**config.mk**
```make
export PLATFORM = sky130hd
export DESIGN_NAME = additive_stream_decoder
export DESIGN_NICKNAME = d
export VERILOG_FILES = /design/src/rtl/additive_stream_decoder.sv
export SDC_FILE = /design/constraint.sdc
export NUM_CORES = 1
export LEC_CHECK = 0
export ABC_CLOCK_PERIOD_IN_PS = 2800
export CORE_ASPECT_RATIO = 2
export CORE_UTILIZATION = 25
export DETAILED_ROUTE_END_ITERATION = 6
export HOLD_SLACK_MARGIN = 0.1
export SLEW_MARGIN = 20
export SYNTH_ARGS = -nofsm -noshare
export SYNTH_HDL_FRONTEND = slang
export SYNTH_SLANG_ARGS = --single-unit
```
**constraint.sdc**
```tcl
create_clock -name clk -period 2.8 [get_ports clk]
set_input_delay 0.84 -clock clk [delete_from_list [all_inputs] [get_ports clk]]
set_output_delay 0.84 -clock clk [all_outputs]
set_load 0.005 [all_outputs]
```
**src/rtl/additive_stream_decoder.sv**
```systemverilog
// rtl/additive_stream_decoder.sv - bit-serial running-key subtractor for the additive byte cipher
module additive_stream_decoder #(
    parameter int WIDTH = 8
) (
    input  logic             clk,
    input  logic             rst_n,
    input  logic             key_load,
    input  logic [WIDTH-1:0] key_in,
    input  logic             in_valid,
    output logic             in_ready,
    input  logic [WIDTH-1:0] in_data,
    output logic             out_valid,
    input  logic             out_ready,
    output logic [WIDTH-1:0] out_data,
    output logic             out_borrow
);

    localparam int CW = $clog2(WIDTH) + 1;

    typedef enum logic [1:0] {
        S_IDLE,
        S_SUB,
        S_DONE
    } state_t;

    state_t           state_q;
    logic [WIDTH-1:0] key_q;
    logic [WIDTH-1:0] a_sh_q;
    logic [WIDTH-1:0] b_sh_q;
    logic [WIDTH-1:0] r_sh_q;
    logic             borrow_q;
    logic             out_borrow_q;
    logic [CW-1:0]    count_q;

    logic             diff_d;
    logic             borrow_d;
    logic [WIDTH-1:0] a_sh_d;

    // Difference bits refill a_sh from the top as the minuend drains out the bottom,
    // so after WIDTH steps a_sh holds the full result.
    always_comb begin
        diff_d   = a_sh_q[0] ^ b_sh_q[0] ^ borrow_q;
        borrow_d = (~a_sh_q[0] & b_sh_q[0]) | (~(a_sh_q[0] ^ b_sh_q[0]) & borrow_q);
        a_sh_d   = {diff_d, a_sh_q[WIDTH-1:1]};
    end

    assign in_ready   = (state_q == S_IDLE);
    assign out_valid  = (state_q == S_DONE);
    assign out_data   = r_sh_q;
    assign out_borrow = out_borrow_q;

    always_ff @(posedge clk) begin
        if (!rst_n) begin
            state_q      <= S_IDLE;
            key_q        <= '0;
            a_sh_q       <= '0;
            b_sh_q       <= '0;
            r_sh_q       <= '0;
            borrow_q     <= 1'b0;
            out_borrow_q <= 1'b0;
            count_q      <= '0;
        end else begin
            case (state_q)
                S_IDLE: begin
                    if (key_load) begin
                        key_q <= key_in;
                    end
                    if (in_valid) begin
                        a_sh_q   <= in_data;
                        b_sh_q   <= key_load ? key_in : key_q;
                        borrow_q <= 1'b0;
                        count_q  <= '0;
                        state_q  <= S_SUB;
                    end
                end
                S_SUB: begin
                    a_sh_q   <= a_sh_d;
                    b_sh_q   <= {1'b0, b_sh_q[WIDTH-1:1]};
                    borrow_q <= borrow_d;
                    count_q  <= count_q + CW'(1);
                    if (count_q == CW'(WIDTH - 1)) begin
                        r_sh_q       <= a_sh_d;
                        out_borrow_q <= borrow_d;
                        state_q      <= S_DONE;
                    end
                end
                S_DONE: begin
                    if (out_ready) begin
                        key_q   <= key_q + WIDTH'(1);
                        state_q <= S_IDLE;
                    end
                end
                default: state_q <= S_IDLE;
            endcase
        end
    end

endmodule

```
==> impl_metrics.tcl <==
set metrics [dict create \
    path_cells "buf_4 -> nor2_1 -> clkdlybuf4s50_1" \
    hold_buffers 0 \
    clkSinkCount 40 \
    tightestPinTransition_ns 0.621 \
    synthTopCellsByArea "dfxtp_1 39%, a21oi_1 4.9%, mux2_2 3.8%, nor2_1 3.5%, a222oi_1 3.4%" \
    portBuffers 31 \
    clk_pin_slew_ns 0.06 \
    synth_commonest_cells "40 x dfxtp_1, 20 x a21oi_1, 19 x nor2_1" \
    core_sq_um 7940 \
    total_power_mw 1.41 \
    die_w_microns 66.2 \
    ant_nets 0 \
    rsz0062_at_grt "false" \
    clock_latency_ns 0.28 \
    antenna_found_initial 0 \
    async_flop_share_pct 0 \
    drt-pass1-iter-count 5 \
    slowest_stage "clkdlybuf4s50_1" \
    hold_path.class "reg -> reg" \
    ys_seq_area_share_pct 38.9 \
    crit_required_ns 1.96 \
    routedWlPerCell_microns 15.6 \
    viasPerCell 5.36 \
    grt-ovfl-total 0 \
    final.setup.tns_ns 0 \
    cts_buffers 5 \
    cts_setup_buffers 0 \
    start_util_pct 25.9 \
    grt_max_degree 26 \
    drt_wl_total_mm 5.63 \
    cts_tree "done" \
    yosysTopAreaCell "dfxtp_1" \
    period_needed_ns 2.50 \
    fp.dieH_microns 130 \
    syn_to_final_growth_pct 27.4 \
    synth_seq_cells 40 \
    synth_edf_count 0 \
    gp_congestion 0.889 \
    pin_count 32 \
    netlist_area_sq_um 2060 \
    syn_inst 231 \
    cp_slowest_stage_delay_ns 0.56 \
    layout.nets 287 \
    synth_warnings 0 \
    cp_num_buf_inv 2 \
    first_global_vias 1914 \
    vias 1929 \
    path_delay_family "buffers and inverters" \
    crit_path_max_fanout 7 \
    diodes 0 \
    netlist.area_leader.share_pct 38.9 \
    cts_max_level 2 \
    finalSetupViolations 0 \
    cts_buffer_depth 2 \
    ys.flop_type "dfxtp_1" \
    power.density_nw_per_um2 537 \
    cts_resized 0 \
    yosysMostFrequentCell "dfxtp_1" \
    fmax_mhz 400 \
    relSlewSlack_pct 58.5 \
    cap_viol_max_count 0 \
    hpwl_mm 4.04 \
    cts-root-buf "clkbuf_16" \
    critPathCaptureType "output pin" \
    grt_use_total_pct 14.1 \
    nFillCells 850 \
    status "complete, no violations" \
    critPathKind "reg -> out" \
    dieArea_sq_um 8630 \
    fin_util_pct 33.0 \
    arrival_ns 1.66 \
    synth.distinct_cells 54 \
    drt_iter0_drc 176 \
    report.final.slew_viol_count 0 \
    finalCritPeriodShare_pct 89.2 \
    drive_gt1_share_pct 15.2 \
    leakage_nw 0.932 \
    ir_drop_uv 270 \
    grt_pass1_wl_mm 9.19 \
    syn-num-nets 255 \
    skew_ns 0.00581 \
    critPathLaunchType "flop" \
    drc 0 \
    syn_area_per_cell_sq_um 8.92 \
    rows 46 \
    finalHoldViolCount 0 \
]
## stage by stage
| step | area, sq um | setup WS, ns | hold slack [ns] | cells |
|---|---|---|---|---|
| 6_report | 2630 | 0.302 | 0.473 | 360 |
| 2_1_floorplan | 2060 | 0.962 | 0.456 | 231 |
| 3_3_place_gp | 2480 | 0.266 | 0.462 | 352 |
| 3_5_place_dp | 2480 | 0.272 | 0.469 | 352 |
| 5_1_grt | 2630 | 0.222 | 0.509 | 360 |
| 4_1_cts | 2630 | 0.288 | 0.477 | 360 |
## logic make-up after synthesis
| group | after synthesis | share of synthesized area, % |
|---|---|---|
| simple gates | 70 | 19.2 |
| mux | 10 | 5.28 |
| fa+ha+maj | 3 | 2.19 |
| flops | 40 | 38.9 |
| compound gates | 78 | 27.3 |
| buf+inv | 30 | 7.10 |
## where the power goes
group / switching [mW] / internal (mW)
Combinational: 0.0969 / 0.106
Clock: 0.217 / 0.351
Sequential: 0.0374 / 0.602
## sequential cells by signal, indices dropped and copies added (netlist names)
signal,cells
a_sh_q,8
out_borrow,1
key_q,8
out_data,8
state_q,2
b_sh_q,8
borrow_q,1
count_q,4
## layer usage
metal,share of wire [%],vias to the layer above,track usage (%),wire [microns]
met5,0,-,0,0
met4,5.3,0,10.3,299
li1,-,942,-,-
met2,51,78,23.9,2870
met1,38,890,15.4,2150
met3,5.4,19,2.34,305
## worst reg2reg max path, stage by stage, from the launching register on
cell	delay (ns)
dfxtp_1	0.47
buf_4	0.22
nor2b_1	0.53
buf_4	0.32
a211oi_1	0.09
o21a_1	0.19
## layout by cell type, fill, tap and decap left out, drive strengths merged, types with 3 or more instances in the layout
cell | synthesis | routed
o21ai | 13 | 13
a222oi | 7 | 7
dfxtp | 40 | 40
nor3b | 3 | 3
o22ai | 4 | 4
o221a | 3 | 3
o221ai | 5 | 5
mux2 | 7 | 7
a211oi | 3 | 3
nand3 | 11 | 11
clkbuf | 7 | 6
a2bb2oi | 5 | 5
a21oi | 20 | 20
inv | 12 | 12
nand2b | 7 | 7
nand2 | 7 | 7
nor2 | 19 | 19
or3b | 4 | 4
nor4 | 3 | 3
clkinv | 1 | 3
buf | 10 | 11
clkdlybuf4s50 | 0 | 31
mux2i | 3 | 3
## layout make-up
cell class              instances  area [sq um]  area share (%)
inverters                      13          48.8            1.86
repair buffers                 42           393            15.0
multi-input cells             161          1110            42.4
clock buffers                   6           139            5.29
flip-flops and latches         40           801            30.5
well taps                      96           120            4.58
clock inverters                 2          10.0           0.381
## final timing paths
check / from / to / slack [ns] / cells past startpoint
worst max-delay path: state_q[0] / in_ready / 0.30 / 3
worst min-delay path: out_data[2] / out_data[2] / 0.47 / 2
worst max register to register: state_q[0] / count_q[3] / 0.88 / 5
worst min register to register: out_data[2] / out_data[2] / 0.47 / 2
Power figures use the tool's default switching activity.
